$ cat src/rtl/mips_pkg.sv
// Shared encodings for the multi-cycle MIPS control path: opcodes, mux
// selects, ALU operation classes, controller state and output bundle.
package mips_pkg;

    // Opcode / funct values recognised by the controller
    localparam logic [5:0] OP_RTYPE = 6'b000000;
    localparam logic [5:0] OP_LW    = 6'b100011;
    localparam logic [5:0] OP_SW    = 6'b101011;
    localparam logic [5:0] OP_BEQ   = 6'b000100;
    localparam logic [5:0] OP_ADDI  = 6'b001000;
    localparam logic [5:0] OP_J     = 6'b000010;
    localparam logic [5:0] OP_JAL   = 6'b000011;
    localparam logic [5:0] F_JR     = 6'b001000;

    // ALU operation class handed to ALU_CTRL (funct decode stays there)
    localparam logic [1:0] ALU_OP_ADD   = 2'b00;
    localparam logic [1:0] ALU_OP_EQ    = 2'b01;
    localparam logic [1:0] ALU_OP_FUNCT = 2'b10;

    // PC source mux
    localparam logic [1:0] PCSRC_ALU    = 2'b00;
    localparam logic [1:0] PCSRC_ALUOUT = 2'b01;
    localparam logic [1:0] PCSRC_JUMP   = 2'b10;
    localparam logic [1:0] PCSRC_RS     = 2'b11;

    // Register-file destination mux
    localparam logic [1:0] REGDST_RT = 2'b00;
    localparam logic [1:0] REGDST_RD = 2'b01;
    localparam logic [1:0] REGDST_RA = 2'b10;

    // Register-file write-data mux
    localparam logic [1:0] M2R_ALU = 2'b00;
    localparam logic [1:0] M2R_MDR = 2'b01;
    localparam logic [1:0] M2R_PC  = 2'b10;

    // ALU operand muxes
    localparam logic       SRCA_PC      = 1'b0;
    localparam logic       SRCA_RS      = 1'b1;
    localparam logic [1:0] SRCB_RT      = 2'b00;
    localparam logic [1:0] SRCB_FOUR    = 2'b01;
    localparam logic [1:0] SRCB_IMM     = 2'b10;
    localparam logic [1:0] SRCB_IMM_SH2 = 2'b11;

    typedef enum logic [3:0] {
        S_FETCH     = 4'd0,
        S_DECODE    = 4'd1,
        S_MEM_ADDR  = 4'd2,
        S_MEM_READ  = 4'd3,
        S_MEM_WB    = 4'd4,
        S_MEM_WRITE = 4'd5,
        S_R_EXEC    = 4'd6,
        S_R_WB      = 4'd7,
        S_ADDI_EXEC = 4'd8,
        S_ADDI_WB   = 4'd9,
        S_BRANCH    = 4'd10,
        S_JUMP      = 4'd11,
        S_JAL       = 4'd12,
        S_JR        = 4'd13
    } ctrl_state_t;

    // All controller outputs, so the decode can clear them in one assignment
    typedef struct packed {
        logic       pc_write;
        logic       pc_write_cond;
        logic [1:0] pc_source;
        logic       i_or_d;
        logic       mem_read;
        logic       mem_write;
        logic       ir_write;
        logic       reg_write;
        logic [1:0] reg_dst;
        logic [1:0] mem_to_reg;
        logic       alu_src_a;
        logic [1:0] alu_src_b;
        logic [1:0] alu_op;
        logic       instr_done;
        logic       illegal_op;
        logic       mem_err;
    } ctrl_out_t;

    // States that hold the shared memory port and wait for mem_ready
    function automatic logic is_wait_state(input ctrl_state_t s);
        return (s == S_FETCH) || (s == S_MEM_READ) || (s == S_MEM_WRITE);
    endfunction

endpackage

$ cat src/rtl/mc_ctrl_fsm_if.sv
// Control bundle between the main FSM (master) and the datapath (slave).
interface mc_ctrl_fsm_if;
    logic [5:0] opcode;
    logic [5:0] funct;
    logic       mem_ready;
    logic       pc_write;
    logic       pc_write_cond;
    logic [1:0] pc_source;
    logic       i_or_d;
    logic       mem_read;
    logic       mem_write;
    logic       ir_write;
    logic       reg_write;
    logic [1:0] reg_dst;
    logic [1:0] mem_to_reg;
    logic       alu_src_a;
    logic [1:0] alu_src_b;
    logic [1:0] alu_op;
    logic       instr_done;
    logic       illegal_op;
    logic       mem_err;

    modport master (
        input  opcode, funct, mem_ready,
        output pc_write, pc_write_cond, pc_source, i_or_d, mem_read, mem_write,
               ir_write, reg_write, reg_dst, mem_to_reg, alu_src_a, alu_src_b,
               alu_op, instr_done, illegal_op, mem_err
    );

    modport slave (
        output opcode, funct, mem_ready,
        input  pc_write, pc_write_cond, pc_source, i_or_d, mem_read, mem_write,
               ir_write, reg_write, reg_dst, mem_to_reg, alu_src_a, alu_src_b,
               alu_op, instr_done, illegal_op, mem_err
    );
endinterface

$ cat src/rtl/mem_wait_tmr.sv
// Memory wait counter: counts cycles spent waiting on mem_ready and flags
// the cycle that would be the MEM_TIMEOUT-th wait.
module mem_wait_tmr #(
    parameter int MEM_TIMEOUT = 0,
    parameter int TMO_W       = 8
) (
    input  logic             clk,
    input  logic             rst,
    input  logic             clr,
    input  logic             en,
    output logic [TMO_W-1:0] cnt,
    output logic             timeout
);
    logic [TMO_W-1:0] cnt_q;
    logic [TMO_W-1:0] cnt_d;

    // Next count: clear wins, otherwise saturating increment while enabled
    always_comb begin
        cnt_d = cnt_q;
        if (clr) begin
            cnt_d = '0;
        end else if (en && (cnt_q != '1)) begin
            cnt_d = cnt_q + 1'b1;
        end
    end

    // Counter register
    always_ff @(posedge clk) begin
        if (rst) begin
            cnt_q <= '0;
        end else begin
            cnt_q <= cnt_d;
        end
    end

    assign cnt = cnt_q;

    // cnt_q counts earlier waits, so this cycle is the last allowed one at MEM_TIMEOUT-1
    generate
        if (MEM_TIMEOUT > 0) begin : g_tmo
            localparam logic [TMO_W-1:0] LAST_WAIT = TMO_W'(MEM_TIMEOUT - 1);
            assign timeout = (cnt_q == LAST_WAIT);
        end else begin : g_no_tmo
            assign timeout = 1'b0;
        end
    endgenerate
endmodule

$ cat src/rtl/mc_ctrl_fsm.sv
// Multi-cycle main control FSM: fetch/decode/execute/mem/writeback over a
// shared ALU and memory port, with mem_ready waits and optional timeout.
module mc_ctrl_fsm
    import mips_pkg::*;
#(
    parameter int MEM_TIMEOUT = 0,
    parameter int TMO_W       = 8
) (
    input  logic               clk,
    input  logic               rst,
    mc_ctrl_fsm_if.master      bus
);
    ctrl_state_t      state_q;
    ctrl_state_t      state_d;
    ctrl_out_t        out;
    logic             in_wait;
    logic             tmr_en;
    logic             tmr_clr;
    logic             tmr_timeout;
    logic             tmo_hit;
    logic [TMO_W-1:0] tmr_cnt;

    // The wait counter runs only while a wait state is stalled; everything
    // else, including a timeout that re-enters FETCH, restarts it at zero.
    assign in_wait = is_wait_state(state_q);
    assign tmr_en  = in_wait && !bus.mem_ready;
    assign tmo_hit = tmr_en && tmr_timeout;
    assign tmr_clr = !tmr_en || tmo_hit;

    mem_wait_tmr #(
        .MEM_TIMEOUT (MEM_TIMEOUT),
        .TMO_W       (TMO_W)
    ) u_tmr (
        .clk     (clk),
        .rst     (rst),
        .clr     (tmr_clr),
        .en      (tmr_en),
        .cnt     (tmr_cnt),
        .timeout (tmr_timeout)
    );

    // State register
    always_ff @(posedge clk) begin
        if (rst) begin
            state_q <= S_FETCH;
        end else begin
            state_q <= state_d;
        end
    end

    // Next-state and output decode; rst forces every output low
    always_comb begin
        state_d = state_q;
        out     = '0;
        case (state_q)
            S_FETCH: begin
                out.mem_read  = 1'b1;
                out.i_or_d    = 1'b0;
                out.alu_src_a = SRCA_PC;
                out.alu_src_b = SRCB_FOUR;
                out.alu_op    = ALU_OP_ADD;
                out.pc_source = PCSRC_ALU;
                if (bus.mem_ready) begin
                    out.ir_write = 1'b1;
                    out.pc_write = 1'b1;
                    state_d      = S_DECODE;
                end else if (tmo_hit) begin
                    out.mem_err    = 1'b1;
                    out.instr_done = 1'b1;
                    state_d        = S_FETCH;
                end
            end
            S_DECODE: begin
                // Branch target is precomputed into alu_out here
                out.alu_src_a = SRCA_PC;
                out.alu_src_b = SRCB_IMM_SH2;
                out.alu_op    = ALU_OP_ADD;
                case (bus.opcode)
                    OP_RTYPE: state_d = (bus.funct == F_JR) ? S_JR : S_R_EXEC;
                    OP_LW,
                    OP_SW:    state_d = S_MEM_ADDR;
                    OP_BEQ:   state_d = S_BRANCH;
                    OP_ADDI:  state_d = S_ADDI_EXEC;
                    OP_J:     state_d = S_JUMP;
                    OP_JAL:   state_d = S_JAL;
                    default: begin
                        out.illegal_op = 1'b1;
                        out.instr_done = 1'b1;
                        state_d        = S_FETCH;
                    end
                endcase
            end
            S_MEM_ADDR: begin
                out.alu_src_a = SRCA_RS;
                out.alu_src_b = SRCB_IMM;
                out.alu_op    = ALU_OP_ADD;
                state_d       = (bus.opcode == OP_SW) ? S_MEM_WRITE : S_MEM_READ;
            end
            S_MEM_READ: begin
                out.mem_read = 1'b1;
                out.i_or_d   = 1'b1;
                if (bus.mem_ready) begin
                    state_d = S_MEM_WB;
                end else if (tmo_hit) begin
                    out.mem_err    = 1'b1;
                    out.instr_done = 1'b1;
                    state_d        = S_FETCH;
                end
            end
            S_MEM_WB: begin
                out.reg_write  = 1'b1;
                out.reg_dst    = REGDST_RT;
                out.mem_to_reg = M2R_MDR;
                out.instr_done = 1'b1;
                state_d        = S_FETCH;
            end
            S_MEM_WRITE: begin
                out.mem_write = 1'b1;
                out.i_or_d    = 1'b1;
                if (bus.mem_ready) begin
                    out.instr_done = 1'b1;
                    state_d        = S_FETCH;
                end else if (tmo_hit) begin
                    out.mem_err    = 1'b1;
                    out.instr_done = 1'b1;
                    state_d        = S_FETCH;
                end
            end
            S_R_EXEC: begin
                out.alu_src_a = SRCA_RS;
                out.alu_src_b = SRCB_RT;
                out.alu_op    = ALU_OP_FUNCT;
                state_d       = S_R_WB;
            end
            S_R_WB: begin
                out.reg_write  = 1'b1;
                out.reg_dst    = REGDST_RD;
                out.mem_to_reg = M2R_ALU;
                out.instr_done = 1'b1;
                state_d        = S_FETCH;
            end
            S_ADDI_EXEC: begin
                out.alu_src_a = SRCA_RS;
                out.alu_src_b = SRCB_IMM;
                out.alu_op    = ALU_OP_ADD;
                state_d       = S_ADDI_WB;
            end
            S_ADDI_WB: begin
                out.reg_write  = 1'b1;
                out.reg_dst    = REGDST_RT;
                out.mem_to_reg = M2R_ALU;
                out.instr_done = 1'b1;
                state_d        = S_FETCH;
            end
            S_BRANCH: begin
                out.alu_src_a     = SRCA_RS;
                out.alu_src_b     = SRCB_RT;
                out.alu_op        = ALU_OP_EQ;
                out.pc_write_cond = 1'b1;
                out.pc_source     = PCSRC_ALUOUT;
                out.instr_done    = 1'b1;
                state_d           = S_FETCH;
            end
            S_JUMP: begin
                out.pc_write   = 1'b1;
                out.pc_source  = PCSRC_JUMP;
                out.instr_done = 1'b1;
                state_d        = S_FETCH;
            end
            S_JAL: begin
                out.pc_write   = 1'b1;
                out.pc_source  = PCSRC_JUMP;
                out.reg_write  = 1'b1;
                out.reg_dst    = REGDST_RA;
                out.mem_to_reg = M2R_PC;
                out.instr_done = 1'b1;
                state_d        = S_FETCH;
            end
            S_JR: begin
                out.pc_write   = 1'b1;
                out.pc_source  = PCSRC_RS;
                out.instr_done = 1'b1;
                state_d        = S_FETCH;
            end
            default: begin
                state_d = S_FETCH;
            end
        endcase
        if (rst) begin
            out = '0;
        end
    end

    assign bus.pc_write      = out.pc_write;
    assign bus.pc_write_cond = out.pc_write_cond;
    assign bus.pc_source     = out.pc_source;
    assign bus.i_or_d        = out.i_or_d;
    assign bus.mem_read      = out.mem_read;
    assign bus.mem_write     = out.mem_write;
    assign bus.ir_write      = out.ir_write;
    assign bus.reg_write     = out.reg_write;
    assign bus.reg_dst       = out.reg_dst;
    assign bus.mem_to_reg    = out.mem_to_reg;
    assign bus.alu_src_a     = out.alu_src_a;
    assign bus.alu_src_b     = out.alu_src_b;
    assign bus.alu_op        = out.alu_op;
    assign bus.instr_done    = out.instr_done;
    assign bus.illegal_op    = out.illegal_op;
    assign bus.mem_err       = out.mem_err;
endmodule

$ cat src/flat_wrapper.sv
// flat-port wrapper written by rule: the top's interface ports become plain ports
module mc_ctrl_fsm_flat import mips_pkg::*;
#(
    parameter int MEM_TIMEOUT = 0,
    parameter int TMO_W       = 8
)
  (clk, rst, bus_opcode, bus_funct, bus_mem_ready, bus_pc_write, bus_pc_write_cond, bus_pc_source, bus_i_or_d, bus_mem_read, bus_mem_write, bus_ir_write, bus_reg_write, bus_reg_dst, bus_mem_to_reg, bus_alu_src_a, bus_alu_src_b, bus_alu_op, bus_instr_done, bus_illegal_op, bus_mem_err);
  mc_ctrl_fsm_if bus_i ();
  input  logic clk;
  input  logic rst;
  input wire logic [$bits(bus_i.opcode)-1:0] bus_opcode;
  input wire logic [$bits(bus_i.funct)-1:0] bus_funct;
  input wire logic [$bits(bus_i.mem_ready)-1:0] bus_mem_ready;
  output wire logic [$bits(bus_i.pc_write)-1:0] bus_pc_write;
  output wire logic [$bits(bus_i.pc_write_cond)-1:0] bus_pc_write_cond;
  output wire logic [$bits(bus_i.pc_source)-1:0] bus_pc_source;
  output wire logic [$bits(bus_i.i_or_d)-1:0] bus_i_or_d;
  output wire logic [$bits(bus_i.mem_read)-1:0] bus_mem_read;
  output wire logic [$bits(bus_i.mem_write)-1:0] bus_mem_write;
  output wire logic [$bits(bus_i.ir_write)-1:0] bus_ir_write;
  output wire logic [$bits(bus_i.reg_write)-1:0] bus_reg_write;
  output wire logic [$bits(bus_i.reg_dst)-1:0] bus_reg_dst;
  output wire logic [$bits(bus_i.mem_to_reg)-1:0] bus_mem_to_reg;
  output wire logic [$bits(bus_i.alu_src_a)-1:0] bus_alu_src_a;
  output wire logic [$bits(bus_i.alu_src_b)-1:0] bus_alu_src_b;
  output wire logic [$bits(bus_i.alu_op)-1:0] bus_alu_op;
  output wire logic [$bits(bus_i.instr_done)-1:0] bus_instr_done;
  output wire logic [$bits(bus_i.illegal_op)-1:0] bus_illegal_op;
  output wire logic [$bits(bus_i.mem_err)-1:0] bus_mem_err;
  assign bus_i.opcode = bus_opcode;
  assign bus_i.funct = bus_funct;
  assign bus_i.mem_ready = bus_mem_ready;
  assign bus_pc_write = bus_i.pc_write;
  assign bus_pc_write_cond = bus_i.pc_write_cond;
  assign bus_pc_source = bus_i.pc_source;
  assign bus_i_or_d = bus_i.i_or_d;
  assign bus_mem_read = bus_i.mem_read;
  assign bus_mem_write = bus_i.mem_write;
  assign bus_ir_write = bus_i.ir_write;
  assign bus_reg_write = bus_i.reg_write;
  assign bus_reg_dst = bus_i.reg_dst;
  assign bus_mem_to_reg = bus_i.mem_to_reg;
  assign bus_alu_src_a = bus_i.alu_src_a;
  assign bus_alu_src_b = bus_i.alu_src_b;
  assign bus_alu_op = bus_i.alu_op;
  assign bus_instr_done = bus_i.instr_done;
  assign bus_illegal_op = bus_i.illegal_op;
  assign bus_mem_err = bus_i.mem_err;
  mc_ctrl_fsm #(.MEM_TIMEOUT(MEM_TIMEOUT), .TMO_W(TMO_W)) u_core (.clk(clk), .rst(rst), .bus(bus_i));
endmodule
$ cat config.mk
export PLATFORM = sky130hd
export DESIGN_NAME = mc_ctrl_fsm_flat
export DESIGN_NICKNAME = d
export VERILOG_FILES = /design/src/rtl/mips_pkg.sv /design/src/rtl/mc_ctrl_fsm_if.sv /design/src/rtl/mem_wait_tmr.sv /design/src/rtl/mc_ctrl_fsm.sv /design/src/flat_wrapper.sv
export SDC_FILE = /design/constraint.sdc
export NUM_CORES = 1
export LEC_CHECK = 0
export ABC_AREA = 1
export CAP_MARGIN = 10
export CELL_PAD_IN_SITES_DETAIL_PLACEMENT = 0
export CELL_PAD_IN_SITES_GLOBAL_PLACEMENT = 1
export CORE_UTILIZATION = 25
export CTS_CLUSTER_SIZE = 10
export DETAILED_ROUTE_END_ITERATION = 12
export HOLD_SLACK_MARGIN = 0.15
export PLACE_DENSITY = 0.65
export SKIP_LAST_GASP = 1
export SYNTH_ARGS = -nofsm -noshare
export SYNTH_HDL_FRONTEND = slang
export SYNTH_HIERARCHICAL = 1
export SYNTH_SLANG_ARGS = --single-unit
$ cat constraint.sdc
create_clock -name clk -period 2.25 [get_ports clk]
set_clock_uncertainty 0.1 [all_clocks]
set_input_delay 0.3375 -clock clk [delete_from_list [all_inputs] [get_ports clk]]
set_output_delay 0.3375 -clock clk [all_outputs]
set_load 0.01 [all_outputs]
==> flow_summary.json, run 1 <==
{
  "placed_area_sq_um": 1170,
  "fin_crit_ps": 2140,
  "maxCapViolCount": 0,
  "drc_errors": 0,
  "grt_pass1_wl_microns": 3770,
  "synth_nets": 161,
  "vias": 1009,
  "syn_inst": 146,
  "clock-sinks": 4,
  "critPathCaptureType": "output port",
  "gp_congestion": 0.797,
  "wl_per_cell_microns": 10.0,
  "reg2reg_depth": 8,
  "clockRootBuffer": "clkbuf_4",
  "p_per_area_nw_per_um2": 271,
  "nets": 208,
  "ant_nets": 0,
  "cp_max_fo": 5,
  "start_kind": "flop",
  "timing.hold.ws_ps": 571,
  "grt_setup_unrepaired": "true",
  "syn_area_sq_um": 724,
  "crit_arrival_ps": 1700,
  "htree_levels": 1,
  "ctsHoldBuffers": 0,
  "antenna_found_initial": 0,
  "dr.pass1.iters": 4,
  "drt_iter0_markers": 11,
  "multi_input_area_sq_um": 552,
  "regMostFlops": "u_core/state_q",
  "worstReg2RegEnd": "u_core/state_q[0]$_SDFF_PP0_",
  "final-setup-viol-count": 0,
  "n_fill_cell": 315,
  "largest_reg_flops": 4,
  "clk_pin_slew_ps": 40,
  "avgSynthCellArea_sq_um": 4.96,
  "fin_crit_sh": 0.952,
  "crit_start": "u_core/state_q[0]$_SDFF_PP0_",
  "io_buffers": 34,
  "worst_hold_path.num_cells": 4,
  "timing_max_transition_violations_final": 0,
  "status": "complete, no violations",
  "seqCellArea_sq_um": 87.6,
  "post_cts_buffers": 0,
  "grt_start_max_net_pins": 18,
  "peakVddDrop_mv": 0.307,
  "cts_tree": "built",
  "die_area_sq_um": 3120,
  "cts.path.max_buffers": 2,
  "routed_via_density": 4.55,
  "rows": 19,
  "final_common_cell": "nand2_1",
  "ios": 36,
  "dieHeight_microns": 55.8,
  "grtUsageTotal": 0.145,
  "path_class": "reg -> out",
  "rrSetupSlack_ps": 870,
  "synth_warnings": 6,
  "start_util": 0.263,
  "area_delta_synth_final_pct": 69.8,
  "hp-class": "reg -> reg",
  "max_freq_ghz": 0.467,
  "drive_above_1_share": 0.204,
  "wirelength_microns": 2230,
  "diodes": 0,
  "die-width_microns": 55.8,
  "dp_hpwl_microns": 1970,
  "power.leakage_uw": 0.000646,
  "design_area_sq_um": 1230,
  "required_ps": 1810,
  "rr_startpoint": "u_core/state_q[2]$_SDFF_PP0_",
  "layout_common_cells": "nand2_1, clkdlybuf4s50_1, nor2_1",
  "ctsResizeCount": 9,
  "endpoint": "bus_reg_write",
  "coreArea_sq_um": 2760,
  "hold_viol_final": 0,
  "clk_latency_ps": 230,
  "top_regs": "u_core/state_q x4",
  "power_uw": 333,
  "grt_pass1_vias": 947,
  "cts_buffers": 3,
  "overflow": 0
}
[worst max-delay path, cell delays in order, from the launching register on]
cell and delay, ps:
dfxtp_2 390, inv_2 60, nor2_2 130, inv_2 70, nor2_1 90, nor2_1 70
a21oi_1 120, clkdlybuf4s50_1 540
[per-stage QoR]
step                      TNS [ps]   util  worst slack (ps)  std cells
after detailed placement      -260  0.425              -186        219
final                            0  0.446               108        222
after global routing         -9.25  0.446             -9.25        222
after global placement        -193  0.425              -151        219
after CTS                        0  0.435              3.05        222
after floorplan                  0      -               703        146
[worst min path at each step]
stage / start / endpoint / slack [ps]
5_1_grt: u_core/state_q[0]$_SDFF_PP0_ / u_core/state_q[0]$_SDFF_PP0_ / 610
3_3_place_gp: u_core/state_q[0]$_SDFF_PP0_ / u_core/state_q[0]$_SDFF_PP0_ / 590
4_1_cts: u_core/state_q[0]$_SDFF_PP0_ / u_core/state_q[0]$_SDFF_PP0_ / 560
3_5_place_dp: u_core/state_q[0]$_SDFF_PP0_ / u_core/state_q[0]$_SDFF_PP0_ / 590
6_report: u_core/state_q[0]$_SDFF_PP0_ / u_core/state_q[0]$_SDFF_PP0_ / 570
2_1_floorplan: rst / u_core/state_q[0]$_SDFF_PP0_ / 300
[power breakdown]
group	switching, uW	internal [uW]	leakage (uW)
combinational	82.4	83.2	0.000598
clock	26.0	59.4	0.0000138
sequential	7.12	74.7	0.0000347
total	116	217	0.000646
[per-layer routing]
metal | routed length, microns | track usage | up-vias | part of all wire
met1 | 949 | 0.166 | 437 | 0.43
li1 | - | - | 544 | -
met5 | 0 | 0 | - | 0
met4 | 0 | 0 | 0 | 0
met2 | 1180 | 0.287 | 28 | 0.53
met3 | 101 | 0.0326 | 0 | 0.045
[area by class of cell]
class                   count  area share
flip-flops and latches      4      0.0712
well taps                  31      0.0315
repair buffers             46       0.351
clock buffers               3      0.0183
inverters                  26      0.0793
multi-input cells         112       0.449
Power figures use the tool's default switching activity.
==> run 2: changes to the inputs <==
GPL_ROUTABILITY_DRIVEN = 0   (was not set)
clock period = 2.8 ns   (was 2.25 ns; I/O delays follow)
==> run 2 against run 1 <==
Cell area is 9.1% lower. Sequential cell count stayed put. Total power is 23% lower. Core utilization is 4.0 points lower. Final cell count is 4.5% lower. Clock power is 15% lower. Sequential share of layout area hardly changed. Via count is 5.8% lower. Hold slack better by 17 ps. Combinational power is 28% lower.
==> flow_summary.json, run 2 (synthesis gave the netlist of run 1 again) <==
{
  "worst_path_most_repeated_cell": "clkdlybuf4s50_1",
  "wl_per_cell_microns": 10.0,
  "cp_max_fo": 6,
  "vias": 950,
  "die-width_microns": 55.8,
  "timing_max_transition_violations_final": 0,
  "dieHeight_microns": 55.8,
  "post_cts_buffers": 0,
  "layout_common_cells": "nand2_1, clkdlybuf4s50_1, nor2_1",
  "layout_setup_ws_ps": 173,
  "cts_tree": "built",
  "peakVddDrop_mv": 0.302,
  "combPwrFrac": 0.464,
  "path_cells": "clkdlybuf4s50_1, nor2_1, nand3_1, nand4_1, nand2_1, inv_1, a21oi_2, clkdlybuf4s50_1",
  "final-setup-viol-count": 0,
  "ios": 36,
  "swShare": 0.358,
  "critPathCaptureType": "output port",
  "maxCapViolCount": 0,
  "seq_power_share": 0.251,
  "rows": 19,
  "p_per_area_nw_per_um2": 229,
  "timing.hold.ws_ps": 587,
  "start_kind": "primary input",
  "internal_power_uw": 164,
  "grt_pass1_wl_microns": 3450,
  "status": "complete, no violations",
  "setup_tns_ps": 0,
  "rrSetupSlack_ps": 1330,
  "grt_setup_unrepaired": "false",
  "top_regs": "u_core/state_q x4",
  "grt_pass1_vias": 817,
  "hp-class": "reg -> reg",
  "p_sw_uw": 91.7,
  "regMostFlops": "u_core/state_q",
  "antenna_found_initial": 0,
  "crit_path_max_incr_delay_ps": 470,
  "power_uw": 256,
  "clk_pin_slew_ps": 40,
  "dp_slack_ps": 178,
  "drt_iter0_markers": 20,
  "drc_errors": 0,
  "nets": 198,
  "dr.pass1.iters": 4,
  "cts.path.max_buffers": 2,
  "fin_crit_ps": 2630,
  "clk_latency_ps": 240,
  "required_ps": 2280,
  "coreArea_sq_um": 2760,
  "io_buffers": 34,
  "fin_crit_sh": 0.938,
  "design_area_sq_um": 1120,
  "diodes": 0,
  "overflow": 0,
  "hold_viol_final": 0,
  "dp_hpwl_microns": 1850,
  "crit_arrival_ps": 2110,
  "placed_area_sq_um": 1100,
  "wirelength_microns": 2130,
  "power_frac_clock": 0.285,
  "ctsHoldBuffers": 0,
  "final_common_cell": "nand2_1",
  "area_delta_synth_final_pct": 54.4,
  "clockRootBuffer": "clkbuf_4",
  "htree_levels": 1,
  "cp_slowest_cell": "clkdlybuf4s50_1",
  "grt_start_max_net_pins": 18,
  "drive_above_1_share": 0.0994,
  "power.leakage_uw": 0.000554,
  "largest_reg_flops": 4,
  "die_area_sq_um": 3120,
  "clock-sinks": 4,
  "cts_buffers": 3,
  "ant_nets": 0,
  "max_freq_ghz": 0.381,
  "grtUsageTotal": 0.139,
  "ctsResizeCount": 0,
  "routed_via_density": 4.48,
  "path_class": "in -> out",
  "start_util": 0.263
}
==> run 2: path summary, 6_finish.rpt <==
path,start,end,cells after the start
worst min register to register,u_core/state_q[0]$_SDFF_PP0_,u_core/state_q[0]$_SDFF_PP0_,4
worst min-delay path,u_core/state_q[0]$_SDFF_PP0_,u_core/state_q[0]$_SDFF_PP0_,4
worst max-delay path,bus_opcode[5],bus_instr_done,8
worst max register to register,u_core/state_q[0]$_SDFF_PP0_,u_core/state_q[0]$_SDFF_PP0_,9
==> run 2: metrics by stage <==
step | cells | util
after floorplan | 146 | -
after global placement | 209 | 0.397
after detailed placement | 209 | 0.397
after CTS | 212 | 0.406
after global routing | 212 | 0.406
final | 212 | 0.406
==> run 2: power groups by stage <==
stage               Sequential [uW]  Clock [uW]  Combinational [uW]
finish                         64.3        72.9                 119
floorplan                      63.8           0                66.3
global placement               65.3           0                 119
detailed placement             65.2           0                 119
global route                   64.8        80.2                 133
CTS                            64.3        74.8                 120
==> run 2: routing by layer <==
metal / global-route usage / wire, microns
met5: 0 / 0
met4: 0.0418 / 23
met3: 0.0302 / 109
met2: 0.244 / 995
met1: 0.168 / 999
==> run 2: layout make-up <==
type	count	area, sq um
fillers	342	1640
repair buffers	36	355
clock buffers	3	22.5
well taps	31	38.8
inverters	26	97.6
flip-flops and latches	4	80.1
multi-input cells	112	524
==> run 2: critical path: cells and delay by family <==
kind            cells  cell delay, ps
simple gates        4             680
buf+inv             3             960
compound gates      1              40
